--- src/rtl/gcd_arbiter_pkg.sv ---
// Shared definitions for the GCD arbiter: FSM state encoding and default sizes.
package gcd_arbiter_pkg;

  localparam int unsigned DefaultWidth  = 4;
  localparam int unsigned DefaultNumReq = 4;
  localparam int unsigned DefaultIdW    = 2;

  typedef enum logic [1:0] {
    StIdle = 2'd0,
    StRun  = 2'd1,
    StDone = 2'd2
  } gcd_state_e;

endpackage

--- src/rtl/gcd_rr_arbiter.sv ---
// Combinational round-robin arbiter: one-hot grant plus encoded index, searching
// upward from rr_ptr and wrapping modulo NUM_REQ.
module gcd_rr_arbiter #(
  parameter int unsigned NUM_REQ = 4,
  parameter int unsigned ID_W    = 2
) (
  input  logic [NUM_REQ-1:0] req_valid,
  input  logic [ID_W-1:0]    rr_ptr,
  output logic [NUM_REQ-1:0] grant,
  output logic [ID_W-1:0]    grant_idx,
  output logic               grant_valid
);

  int unsigned      idx;
  logic [ID_W-1:0]  idx_b;

  always_comb begin
    grant       = '0;
    grant_idx   = '0;
    grant_valid = 1'b0;
    idx         = 0;
    idx_b       = '0;
    for (int unsigned k = 0; k < NUM_REQ; k++) begin
      idx   = (32'(rr_ptr) + k) % NUM_REQ;
      idx_b = ID_W'(idx);
      // First hit from rr_ptr wins; later offsets are ignored once granted.
      if (!grant_valid && req_valid[idx_b]) begin
        grant_valid  = 1'b1;
        grant_idx    = idx_b;
        grant[idx_b] = 1'b1;
      end
    end
  end

endmodule

--- src/rtl/gcd_arbiter.sv ---
// Shares one subtraction-based GCD engine among NUM_REQ requesters with
// round-robin arbitration and a single valid/ready response port.
module gcd_arbiter
  import gcd_arbiter_pkg::*;
#(
  parameter int unsigned WIDTH   = DefaultWidth,
  parameter int unsigned NUM_REQ = DefaultNumReq,
  parameter int unsigned ID_W    = DefaultIdW
) (
  input  logic                     clk,
  input  logic                     reset,
  input  logic [NUM_REQ-1:0]       req_valid,
  input  logic [NUM_REQ*WIDTH-1:0] req_x,
  input  logic [NUM_REQ*WIDTH-1:0] req_y,
  output logic [NUM_REQ-1:0]       req_ready,
  output logic                     resp_valid,
  input  logic                     resp_ready,
  output logic [ID_W-1:0]          resp_id,
  output logic [WIDTH-1:0]         resp_gcd,
  output logic [WIDTH-1:0]         resp_iters,
  output logic                     resp_err,
  output logic                     busy
);

  gcd_state_e       state_q, state_d;
  logic [ID_W-1:0]  rr_ptr_q, rr_ptr_d;
  logic [ID_W-1:0]  id_q, id_d;
  logic [WIDTH-1:0] a_q, a_d;
  logic [WIDTH-1:0] b_q, b_d;
  logic [WIDTH-1:0] steps_q, steps_d;
  logic             err_q, err_d;

  logic [NUM_REQ-1:0] grant;
  logic [ID_W-1:0]    grant_idx;
  logic               grant_valid;
  logic [WIDTH-1:0]   sel_x, sel_y;
  logic               accept;
  logic               zero_op;

  gcd_rr_arbiter #(
    .NUM_REQ (NUM_REQ),
    .ID_W    (ID_W)
  ) u_rr_arbiter (
    .req_valid   (req_valid),
    .rr_ptr      (rr_ptr_q),
    .grant       (grant),
    .grant_idx   (grant_idx),
    .grant_valid (grant_valid)
  );

  // Operand mux for the granted requester.
  always_comb begin
    sel_x = '0;
    sel_y = '0;
    for (int unsigned i = 0; i < NUM_REQ; i++) begin
      if (grant_idx == ID_W'(i)) begin
        sel_x = req_x[i*WIDTH +: WIDTH];
        sel_y = req_y[i*WIDTH +: WIDTH];
      end
    end
  end

  assign accept  = (state_q == StIdle) && grant_valid;
  assign zero_op = (sel_x == '0) || (sel_y == '0);

  // State register
  always_ff @(posedge clk or negedge reset) begin
    if (!reset) begin
      state_q <= StIdle;
    end else begin
      state_q <= state_d;
    end
  end

  // Next-state logic
  always_comb begin
    state_d = state_q;
    case (state_q)
      StIdle: begin
        if (accept) begin
          state_d = zero_op ? StDone : StRun;
        end
      end
      StRun: begin
        if (a_q == b_q) begin
          state_d = StDone;
        end
      end
      StDone: begin
        if (resp_ready) begin
          state_d = StIdle;
        end
      end
      default: state_d = StIdle;
    endcase
  end

  // Datapath registers
  always_ff @(posedge clk or negedge reset) begin
    if (!reset) begin
      rr_ptr_q <= '0;
      id_q     <= '0;
      a_q      <= '0;
      b_q      <= '0;
      steps_q  <= '0;
      err_q    <= 1'b0;
    end else begin
      rr_ptr_q <= rr_ptr_d;
      id_q     <= id_d;
      a_q      <= a_d;
      b_q      <= b_d;
      steps_q  <= steps_d;
      err_q    <= err_d;
    end
  end

  // Accept latch and subtract loop
  always_comb begin
    rr_ptr_d = rr_ptr_q;
    id_d     = id_q;
    a_d      = a_q;
    b_d      = b_q;
    steps_d  = steps_q;
    err_d    = err_q;
    case (state_q)
      StIdle: begin
        if (accept) begin
          id_d     = grant_idx;
          steps_d  = '0;
          rr_ptr_d = (32'(grant_idx) == NUM_REQ - 1) ? '0 : grant_idx + ID_W'(1);
          if (zero_op) begin
            // With one operand zero the OR is the other operand; both zero gives 0.
            a_d   = sel_x | sel_y;
            b_d   = sel_x | sel_y;
            err_d = (sel_x == '0) && (sel_y == '0);
          end else begin
            a_d   = sel_x;
            b_d   = sel_y;
            err_d = 1'b0;
          end
        end
      end
      StRun: begin
        if (a_q > b_q) begin
          a_d     = a_q - b_q;
          steps_d = steps_q + WIDTH'(1);
        end else if (b_q > a_q) begin
          b_d     = b_q - a_q;
          steps_d = steps_q + WIDTH'(1);
        end
      end
      default: ;
    endcase
  end

  // Outputs; req_ready is gated by reset so it stays low while reset is held.
  always_comb begin
    req_ready  = '0;
    resp_valid = 1'b0;
    resp_id    = '0;
    resp_gcd   = '0;
    resp_iters = '0;
    resp_err   = 1'b0;
    busy       = 1'b0;
    case (state_q)
      StIdle: begin
        if (reset) begin
          req_ready = grant;
        end
      end
      StRun: begin
        busy = 1'b1;
      end
      StDone: begin
        busy       = 1'b1;
        resp_valid = 1'b1;
        resp_id    = id_q;
        resp_gcd   = a_q;
        resp_iters = steps_q;
        resp_err   = err_q;
      end
      default: ;
    endcase
  end

endmodule

--- config.mk ---
export PLATFORM = sky130hd
export DESIGN_NAME = gcd_arbiter
export DESIGN_NICKNAME = d
export VERILOG_FILES = /design/src/rtl/gcd_arbiter_pkg.sv /design/src/rtl/gcd_rr_arbiter.sv /design/src/rtl/gcd_arbiter.sv
export SDC_FILE = /design/constraint.sdc
export NUM_CORES = 1
export LEC_CHECK = 0
export ABC_AREA = 1
export CORE_MARGIN = 2
export CORE_UTILIZATION = 51
export CTS_CLUSTER_DIAMETER = 80
export DETAILED_ROUTE_END_ITERATION = 10
export PLACE_DENSITY = 0.89
export SLEW_MARGIN = 15
export SYNTH_ARGS = -nofsm -noshare
export SYNTH_HDL_FRONTEND = slang
export SYNTH_SLANG_ARGS = --single-unit
--- constraint.sdc ---
create_clock -name clk -period 3.7 [get_ports clk]
set_input_delay 0.74 -clock clk [delete_from_list [all_inputs] [get_ports clk]]
set_output_delay 0.74 -clock clk [all_outputs]
set_load 0.005 [all_outputs]
Word-level counts from Yosys, hierarchy flattened. Index checks and enable logic that the tools add are counted.

Bits in registers: 19. Output and inout port bits: 17. Logic and storage cells: 129. Input port bits: 39.

$lt $le $gt $ge: 10. Reduce and logical (&&, ||, !) cells: 24. Eq/ne operators: 13. Add/subtract/negate cells: 7. Bitwise logic cells: 4. Mux-type cells: 64.

Operator list (number): 4-bit two-way mux (26); 4-bit one-hot mux with 2 select lines (3); 2-bit two-way mux (10); 1-bit two-way mux (16); 4-bit bitwise OR (4); 2-bit by 3-bit < comparator with 1-bit output (second input constant) (4); 2-bit != test (second input constant) (6); 1-bit logical AND (9); 3-bit AND reduction (3); 1-bit binary-select mux with 2-bit select (4); 1-bit demux with 2-bit select (4); 2-bit by 1-bit greater-or-equal comparator with 1-bit output (second input constant) (4); 4-bit > comparator (2); 4-bit logical NOT (2); 4-bit subtractor (2); 2-bit equality test (second input constant) (3); 2-bit one-hot mux with 3 select lines (1); 2-bit by 1-bit adder with 2-bit output (second input constant) (2); 2-bit adder (second input constant) (2); 4-bit by 1-bit adder with 4-bit output (second input constant) (1); 2-bit by 1-bit equality test with 1-bit output (second input constant) (2); 4-bit equality test (1); 2-bit logical NOT (2); 4-bit AND reduction (1); 6 further kinds (8).

Depth between registers and ports, before layout. Gate-level depths: netlist (run 1).

Word-level depth: 22. Depth in mapped cells: 27. Depth with buffers taken out: 27.

By module. Synthesis (run 1) repeated with hierarchy kept, for this count alone.

Cells, all modules: 369. Area total of the unflattened synthesis: 2453.6 µm².

By module, submodules not included: gcd_arbiter (area an instance 2013.2 µm², sequential area each 475.5 µm², cells an instance 295, times used 1); gcd_rr_arbiter (area an instance 440.4 µm², sequential area each 0.0 µm², cells an instance 74, times used 1).

Worst setup path after synthesis (run 1). OpenSTA, ideal clock, no wires.

Kind: flip-flop to flip-flop. Start point: register rr_ptr_q[0]. End point: register state_q[1]. Data arrival time: 2.960 ns. Clock period less this slack: 3.076 ns. Buffers on the path: 1. Required time: 3.584 ns. Library setup time: 0.116 ns. Slack: 0.624 ns. Stages on the path, launching flop included: 24. Path through: dfrtp_1 > inv_2 > ha_1 > inv_1 > nand3_1 > nand2_2 > nor3_4 > nand3_1 > nand2_2 > inv_1 > ha_1 > buf_2 > nor2_2 > nand2_1 > nand2_1 > nand3_1 > nand2_1 > nor2_1 > nand2_2 > inv_2 > nor2_1 > nand2_1 > nand2_1 > nand2_1.

Cells in the longest elaborated chain, start to end: 22. Elaborated cells on any way between the ends: 46. Those cells by class: 3 x add/sub; 4 x eq/ne; 27 x mux; 12 x reduce/logical.

RTL lines: from (decl) (RTL line gcd_arbiter.sv:26) `logic [ID_W-1:0] rr_ptr_q, rr_ptr_d;`; from (signal assigned) (RTL line gcd_arbiter.sv:108) `rr_ptr_q <= rr_ptr_d;`; branches (longest 11 deep; another with 2-bit by 1-bit adder with 2-bit output); 2-bit two-way mux (*) (RTL line gcd_rr_arbiter.sv:27) `if (!grant_valid && req_valid[idx_b]) begin`; named net grant_idx[1] (RTL line gcd_arbiter.sv:34) `logic [ID_W-1:0] grant_idx;`; 2-bit logical NOT (RTL line gcd_arbiter.sv:56) `if (grant_idx == ID_W'(i)) begin`; 4-bit two-way mux (4 in series) (RTL line gcd_arbiter.sv:56); 4-bit logical NOT (RTL line gcd_arbiter.sv:64) `assign zero_op = (sel_x == '0) || (sel_y == '0);`; 1-bit logical OR (*) (RTL line gcd_arbiter.sv:64); 2-bit two-way mux (*) (RTL line gcd_arbiter.sv:81) `state_d = zero_op ? StDone : StRun;`; 2-bit two-way mux (*) (RTL line gcd_arbiter.sv:80) `if (accept) begin`; 2-bit one-hot mux with 3 select lines (*) (RTL line gcd_arbiter.sv:78) `case (state_q)`; to (signal assigned) (RTL line gcd_arbiter.sv:69) `state_q <= StIdle;`; to (signal assigned) (RTL line gcd_arbiter.sv:71) `state_q <= state_d;`; to (decl) (RTL line gcd_arbiter.sv:25) `gcd_state_e state_q, state_d;`.

Mark *: on every way through the listed nets, which the timed path passes. The select of a mux whose other input is x is not followed. A chain may end at the register's enable or synchronous reset.

Worst setup path after layout (run 1).
Start point: input port req_valid[0]. End point: output port req_ready[0].

Cells in the longest elaborated chain, start to end: 14. Elaborated cells on any way between the ends: 26. Those cells by class: 17 x mux; 3 x bitwise; 6 x reduce/logical.

RTL lines: from (decl) (RTL line gcd_arbiter.sv:12) `input logic [NUM_REQ-1:0] req_valid,`; 1-bit binary-select mux with 2-bit select (RTL line gcd_rr_arbiter.sv:27); 1-bit two-way mux (implied by the code) (RTL line gcd_rr_arbiter.sv:27); 1-bit two-way mux (RTL line gcd_rr_arbiter.sv:27); 1-bit logical NOT (RTL line gcd_rr_arbiter.sv:27); 1-bit logical AND (RTL line gcd_rr_arbiter.sv:27); 1-bit two-way mux (RTL line gcd_rr_arbiter.sv:27); 1-bit logical NOT (RTL line gcd_rr_arbiter.sv:27); 1-bit logical AND (RTL line gcd_rr_arbiter.sv:27); 1-bit two-way mux (RTL line gcd_rr_arbiter.sv:27); 1-bit logical NOT (RTL line gcd_rr_arbiter.sv:27); 1-bit logical AND (RTL line gcd_rr_arbiter.sv:27); 4-bit two-way mux (*) (RTL line gcd_rr_arbiter.sv:27); 4-bit two-way mux (*) (RTL line gcd_arbiter.sv:167) `if (reset) begin`; 4-bit two-way mux (*) (RTL line gcd_arbiter.sv:165) `case (state_q)`; to (decl) (RTL line gcd_arbiter.sv:15) `output logic [NUM_REQ-1:0] req_ready,`.

Mark *: on every way between the ends. The rest lies on a longest branch, timed or not. The select of a mux whose other input is x is not followed.

==> impl_metrics.py, run 1 <==
metrics = {
    "status": {
        "status": "completed",
    },
    "clocking": {
        "cts.sinks": 19,
        "cts_buffers": 3,
        "ctsRootBufferMaster": "clkbuf_8",
        "cts_tree": "yes",
        "cts.clk_slew.worst_paths_ps": 70,
        "cts_max_path_buffers": 2,
        "clock_latency_ps": 260,
        "post_cts_buffers": 0,
        "h-tree-depth": 1,
    },
    "drt": {
        "viasPerCell": 5.20,
        "wl_per_cell_um": 12.3,
        "first_pass_iters": 6,
        "vias": 2499,
        "first_iter_violations": 218,
        "route.final.wire_length_um": 5900,
        "ant_nets": 0,
        "drc_errors": 0,
    },
    "synth": {
        "ys_warn_count": 0,
        "synth-main-ff-cell": "dfrtp_1",
        "synthSimpleGateAreaFrac": 0.418,
        "synth.distinct_cells": 35,
        "synthesis.nets": 434,
        "yosysTopAreaCell": "dfrtp_1",
        "ys_ff_latch": 19,
        "synthAdderAreaFrac": 0.146,
        "async_reset_ff_frac": 1.00,
        "ys_seq_area_frac": 0.204,
        "synth_top_family_by_area": "simple AND/OR/NAND/NOR gates",
        "synth_edf_count": 0,
        "netlist_instances": 369,
        "synth_xor_area_frac": 0.00750,
        "muxShareOfSynthArea": 0,
        "synth_area_per_cell_um2": 6.33,
        "synth_compound_area_frac": 0.109,
        "synth_top_area_frac": 0.204,
        "synthTopCellsByArea": "dfrtp_1, nand2_1, ha_1",
        "syn_area_um2": 2340,
    },
    "min_path": {
        "hold_class": "register to register",
    },
    "layout": {
        "drive_gt1_frac": 0.121,
        "multi_input_area_um2": 1600,
        "fin_nets": 495,
        "register_area_um2": 477,
        "design_area_um2": 3020,
        "nFillCells": 359,
        "area_growth_pct": 29.5,
        "n_antenna_cell": 0,
    },
    "placed_design": {
        "io_buffers": 55,
        "place_area_um2": 2970,
        "gp_congestion": 0.889,
        "dpl.hpwl_um": 4760,
    },
    "floorplan": {
        "die_y_um": 71.7,
        "die_area_um2": 5140,
        "start_util": 0.533,
        "core-area_um2": 4380,
        "io_pins": 56,
        "fp-row-count": 24,
        "die_w_um": 71.7,
    },
    "sta": {
        "fmaxAchievable_mhz": 286,
        "finalCritPeriodShare": 0.943,
        "finalHoldViolCount": 0,
        "tightest_slew_ps": 524,
        "hold_slack_ps": 490,
        "clock_skew_ps": 4.12,
        "relSlewSlack": 0.651,
        "slew_violations": 0,
        "finalCriticalPeriod_ps": 3490,
        "setup_viol": 0,
    },
    "grt": {
        "grt_max_degree": 20,
        "grt_overflow": 0,
        "grt_use_total": 0.247,
        "grt_use_met1": 0.310,
        "gr-usage-met3": 0.0281,
        "grt_pass1_wl_um": 10400,
        "antenna_found_initial": 0,
        "busiest_layer": "met2",
        "grt_pass1_vias": 2521,
        "use_met2": 0.448,
    },
    "worst_setup_path": {
        "crit_path_max_fanout": 4,
        "startpoint_type": "primary input",
        "crit_type": "primary input to output port",
        "worst_ep_arrival_time_ps": 2750,
        "r2r_slack_ps": 420,
        "cp-end-kind": "output port",
        "required_ps": 2960,
    },
    "job": {
        "drv_cap": 0,
    },
}
[sequential cells by signal, summed over array words and instances (netlist names)]
signal / flops
b_q: 4
err_q: 1
rr_ptr_q: 2
a_q: 4
steps_q: 4
id_q: 2
state_q: 2
[per-stage QoR]
stage	util	cells	TNS (ps)	worst slack [ps]
2_1_floorplan	-	369	0	624
3_3_place_gp	0.678	477	0	169
3_5_place_dp	0.678	477	0	38.2
4_1_cts	0.688	481	0	216
5_1_grt	0.690	481	-0.102	-0.102
6_report	0.690	481	0	209
[critical path: stages]
cell and delay (ps):
clkdlybuf4s50_1 390, inv_1 60, nand2_1 80, nand2_1 90
nand2_1 70, nand2_2 110, inv_2 60, nor3_4 200
buf_4 180, nand3_1 60, nand3_1 100, nand2_1 50
inv_1 50, clkdlybuf4s50_1 500
[per-layer routing]
metal	up-vias	routed length [um]
met5	-	0
met4	0	71
met3	9	292
met2	98	3010
met1	1120	2530
li1	1272	-
[synthesized netlist by cell type (all sizes together) (3+ instances only)]
| cell type | n |
|---|---|
| a22oi | 4 |
| nor2 | 31 |
| or2 | 9 |
| nand3 | 39 |
| a21oi | 26 |
| nand4 | 3 |
| clkbuf | 3 |
| ha | 24 |
| dfrtp | 19 |
| inv | 65 |
| nand2 | 123 |
| o21ai | 10 |
[layout make-up]
cell class / instances / area share
Sequential cell: 19 / 0.158
Timing Repair Buffer: 61 / 0.197
Inverter: 65 / 0.0815
Multi-Input combinational cell: 280 / 0.528
Clock buffer: 4 / 0.0149
Tap cell: 52 / 0.0215
[repair_timing]
action / CTS / global route
gates resized for setup: 0 / 3
setup endpoints to repair: 0 / 13
hold buffers: 0 / 0
[logic make-up after synthesis]
family / Yosys count
DFF: 19
AOI/OAI and AO/OA: 44
xor gates and xnor gates: 2
buffers and inverters: 70
adders and majority gates: 26
and+or+nand+nor: 208
[layout by cell type (no fill, tap or decap), drive strengths merged]
| master | count |
|---|---|
| nand3 | 39 |
| o31ai | 2 |
| clkdlybuf4s50 | 55 |
| fa | 2 |
| inv | 65 |
| a22oi | 4 |
| a211oi | 2 |
| dfrtp | 19 |
| nand2 | 123 |
| nand4 | 3 |
| xor2 | 1 |
| o21ai | 10 |
| a21oi | 26 |
| nand3b | 2 |
| xnor2 | 1 |
| nor3 | 1 |
| ha | 24 |
| clkbuf | 4 |
| nor2 | 31 |
| buf | 6 |
| or2 | 9 |
[final timing paths]
path / startpoint / to / cells past startpoint
min in group asynchronous: reset / steps_q[1] / 2
min: id_q[1] / id_q[1] / 2
min reg2reg: id_q[1] / id_q[1] / 2
max: req_valid[0] / req_ready[0] / 14
max in group asynchronous: reset / rr_ptr_q[1] / 2
max reg2reg: rr_ptr_q[1] / state_q[1] / 26
Power of run 1 is not shown: default switching activity piles up to over one toggle a cycle in this logic, so the estimate is an artifact.
==> run 2, diff against run 1 <==
CORE_MARGIN = default   (was 2)
CORE_UTILIZATION = 52   (was 51)
SYNTH_HIERARCHICAL = 1   (was default)
==> run 2 against run 1 <==
The run now ends with design-rule violations left. Fmax grew 1.4%. First-iteration DRC count decreased by 8.7%. Setup slack improved by 49 ps. Global-route usage down 1.1 points. Routed wire length is 2.8% lower. Sequential cell count did not move. Core utilization decreased by 0.12 points. Worst hold slack improved by 37 ps. Cell area is 1.2% higher. Critical path type is now register to output port. Highest routed layer unchanged.
==> impl_metrics.py, run 2 <==
metrics = {
    "sta": {
        "fin_tns_setup_ps": 0,
        "finalHoldViolCount": 0,
        "tightest_slew_ps": 543,
        "fmaxAchievable_mhz": 291,
        "clock_skew_ps": 10.1,
        "finalCriticalPeriod_ps": 3440,
        "setup_viol": 0,
        "relSlewSlack": 0.638,
        "finalCritPeriodShare": 0.930,
        "fin_ws_ps": 258,
        "rsz0062_at_grt": "false",
        "slew_violations": 0,
    },
    "clocking": {
        "post_cts_buffers": 0,
        "cts_max_path_buffers": 2,
        "ctsRootBufferMaster": "clkbuf_8",
        "cts_buffers": 3,
        "h-tree-depth": 1,
        "clock_latency_ps": 260,
        "cts.sinks": 19,
        "cts.clk_slew.worst_paths_ps": 70,
        "cts_tree": "yes",
    },
    "placed_design": {
        "place_area_um2": 3010,
        "place_inst": 470,
        "gp_congestion": 0.866,
        "post-place-ws_ps": 80.5,
        "io_buffers": 55,
        "dpl.hpwl_um": 4570,
    },
    "synth": {
        "yosysTopAreaCell": "dfrtp_1",
        "synth_top_family_by_area": "simple AND/OR/NAND/NOR gates",
        "synth.distinct_cells": 36,
        "synth-main-ff-cell": "dfrtp_1",
        "netlist_top_cells_count": "nand2_1, inv_1, nor2_1",
        "synthSimpleGateAreaFrac": 0.389,
        "synthTopCellsByArea": "dfrtp_1, nand2_1, ha_1",
        "netlist_instances": 369,
        "synthesis.nets": 431,
        "synth_compound_area_frac": 0.160,
        "ys_warn_count": 6,
        "synth_area_per_cell_um2": 6.65,
        "muxShareOfSynthArea": 0,
        "synth_xor_area_frac": 0.00357,
        "synthAdderAreaFrac": 0.123,
        "yosysMostFrequentCell": "nand2_1",
        "ys_ff_latch": 19,
        "synth_top_area_frac": 0.194,
        "synth_edf_count": 0,
        "syn_area_um2": 2450,
        "async_reset_ff_frac": 1.00,
        "ys_seq_area_frac": 0.194,
    },
    "drt": {
        "route.final.wire_length_um": 5740,
        "first_iter_violations": 199,
        "dr_wl_met3_um": 247,
        "dr.max_layer_used": "met4",
        "vias": 2514,
        "ant_nets": 0,
        "wl_met2_um": 2900,
        "met1Wirelength_um": 2540,
        "viasPerCell": 5.30,
        "drc_errors": 6,
        "first_pass_iters": 8,
        "wl_per_cell_um": 12.1,
    },
    "worst_setup_path": {
        "reg2reg_depth": 19,
        "crit_end": "req_ready[2]",
        "startpoint": "rr_ptr_q[1]",
        "r2r_end": "state_q[1]",
        "r2r_slack_ps": 320,
        "startpoint_type": "register",
        "required_ps": 2960,
        "crit_path_max_fanout": 13,
        "crit_type": "register to output port",
        "worst_ep_arrival_time_ps": 2700,
        "reg2reg_from": "rr_ptr_q[1]",
        "cp-end-kind": "output port",
    },
    "floorplan": {
        "fp-row-count": 24,
        "io_pins": 56,
        "die_w_um": 70.7,
        "core-area_um2": 4440,
        "die_area_um2": 5000,
        "die_y_um": 70.7,
        "start_util": 0.552,
    },
    "layout": {
        "area_growth_pct": 24.7,
        "mostFrequentLayoutCell": "nand2_1",
        "final_cell_mix": "nand2_1, inv_1, clkdlybuf4s50_1, nor2_1, nand3_1",
        "drive_gt1_frac": 0.142,
        "design_area_um2": 3060,
        "multi_input_area_um2": 1660,
        "fin_nets": 485,
        "n_antenna_cell": 0,
        "reg_top3": "a_q x4, b_q x4, steps_q x4",
        "register_area_um2": 475,
        "nFillCells": 385,
        "final_cells": 474,
    },
    "grt": {
        "grt_use_total": 0.236,
        "grt_pass1_vias": 2289,
        "antenna_found_initial": 0,
        "grt_pass1_wl_um": 9680,
        "grt_max_degree": 20,
        "grt_overflow": 0,
    },
    "min_path": {
        "hold_class": "register to register",
    },
    "job": {
        "drv_cap": 0,
    },
    "status": {
        "status": "complete, but fails checks",
        "violations": "design-rule violations",
    },
}
-- run 2: worst min path at each step --
stage / start / endpoint / slack (ps) / cells past startpoint
finish: id_q[1] / id_q[1] / 530 / 2
global route: id_q[0] / id_q[0] / 550 / 2
CTS: id_q[0] / id_q[0] / 530 / 2
detailed placement: err_q / err_q / 510 / 2
global placement: id_q[1] / id_q[1] / 470 / 2
floorplan: reset / a_q[0] / 440 / 0
-- run 2: logic make-up after synthesis --
group	Yosys count
DFF	19
buffers and inverters	70
adders and majority gates	23
and+or+nand+nor	198
xor gates and xnor gates	1
AOI/OAI and AO/OA	58
-- run 2: repair_timing --
action / 4_1_cts / 5_1_grt
hold buffers: 0 / 0
endpoints found under the setup margin: 0 / 2
endpoints found under the hold margin: 0 / 0
resized for setup: 0 / 1
-- run 2: final cells by class --
class	instances	area share
Tap cell	52	0.0213
Clock buffer	4	0.0147
Multi-Input combinational cell	280	0.543
Timing Repair Buffer	59	0.190
Inverter	60	0.0760
Sequential cell	19	0.155
-- run 2: metal layers --
| metal | up-vias | track usage |
|---|---|---|
| met3 | 5 | 0.0142 |
| met5 | - | 0 |
| met1 | 1156 | 0.296 |
| met4 | 0 | 0.0622 |
| li1 | 1277 | - |
| met2 | 76 | 0.438 |
-- run 2: metrics by stage --
stage	util	hold slack, ps
2_1_floorplan	-	444
4_1_cts	0.688	525
3_3_place_gp	0.678	474
3_5_place_dp	0.678	506
5_1_grt	0.689	551
6_report	0.689	527
-- run 2: worst max-delay path, stage by stage (launching register included) --
cell and delay [ps]:
dfrtp_1 510, inv_1 170, ha_1 400, inv_1 100
nand2_1 90, nand2_2 70, nor2_4 230, nand4_1 120
nand3_1 90, inv_1 40, nor2_1 110, clkdlybuf4s50_1 510
Power of run 2 is left out for the same reason.
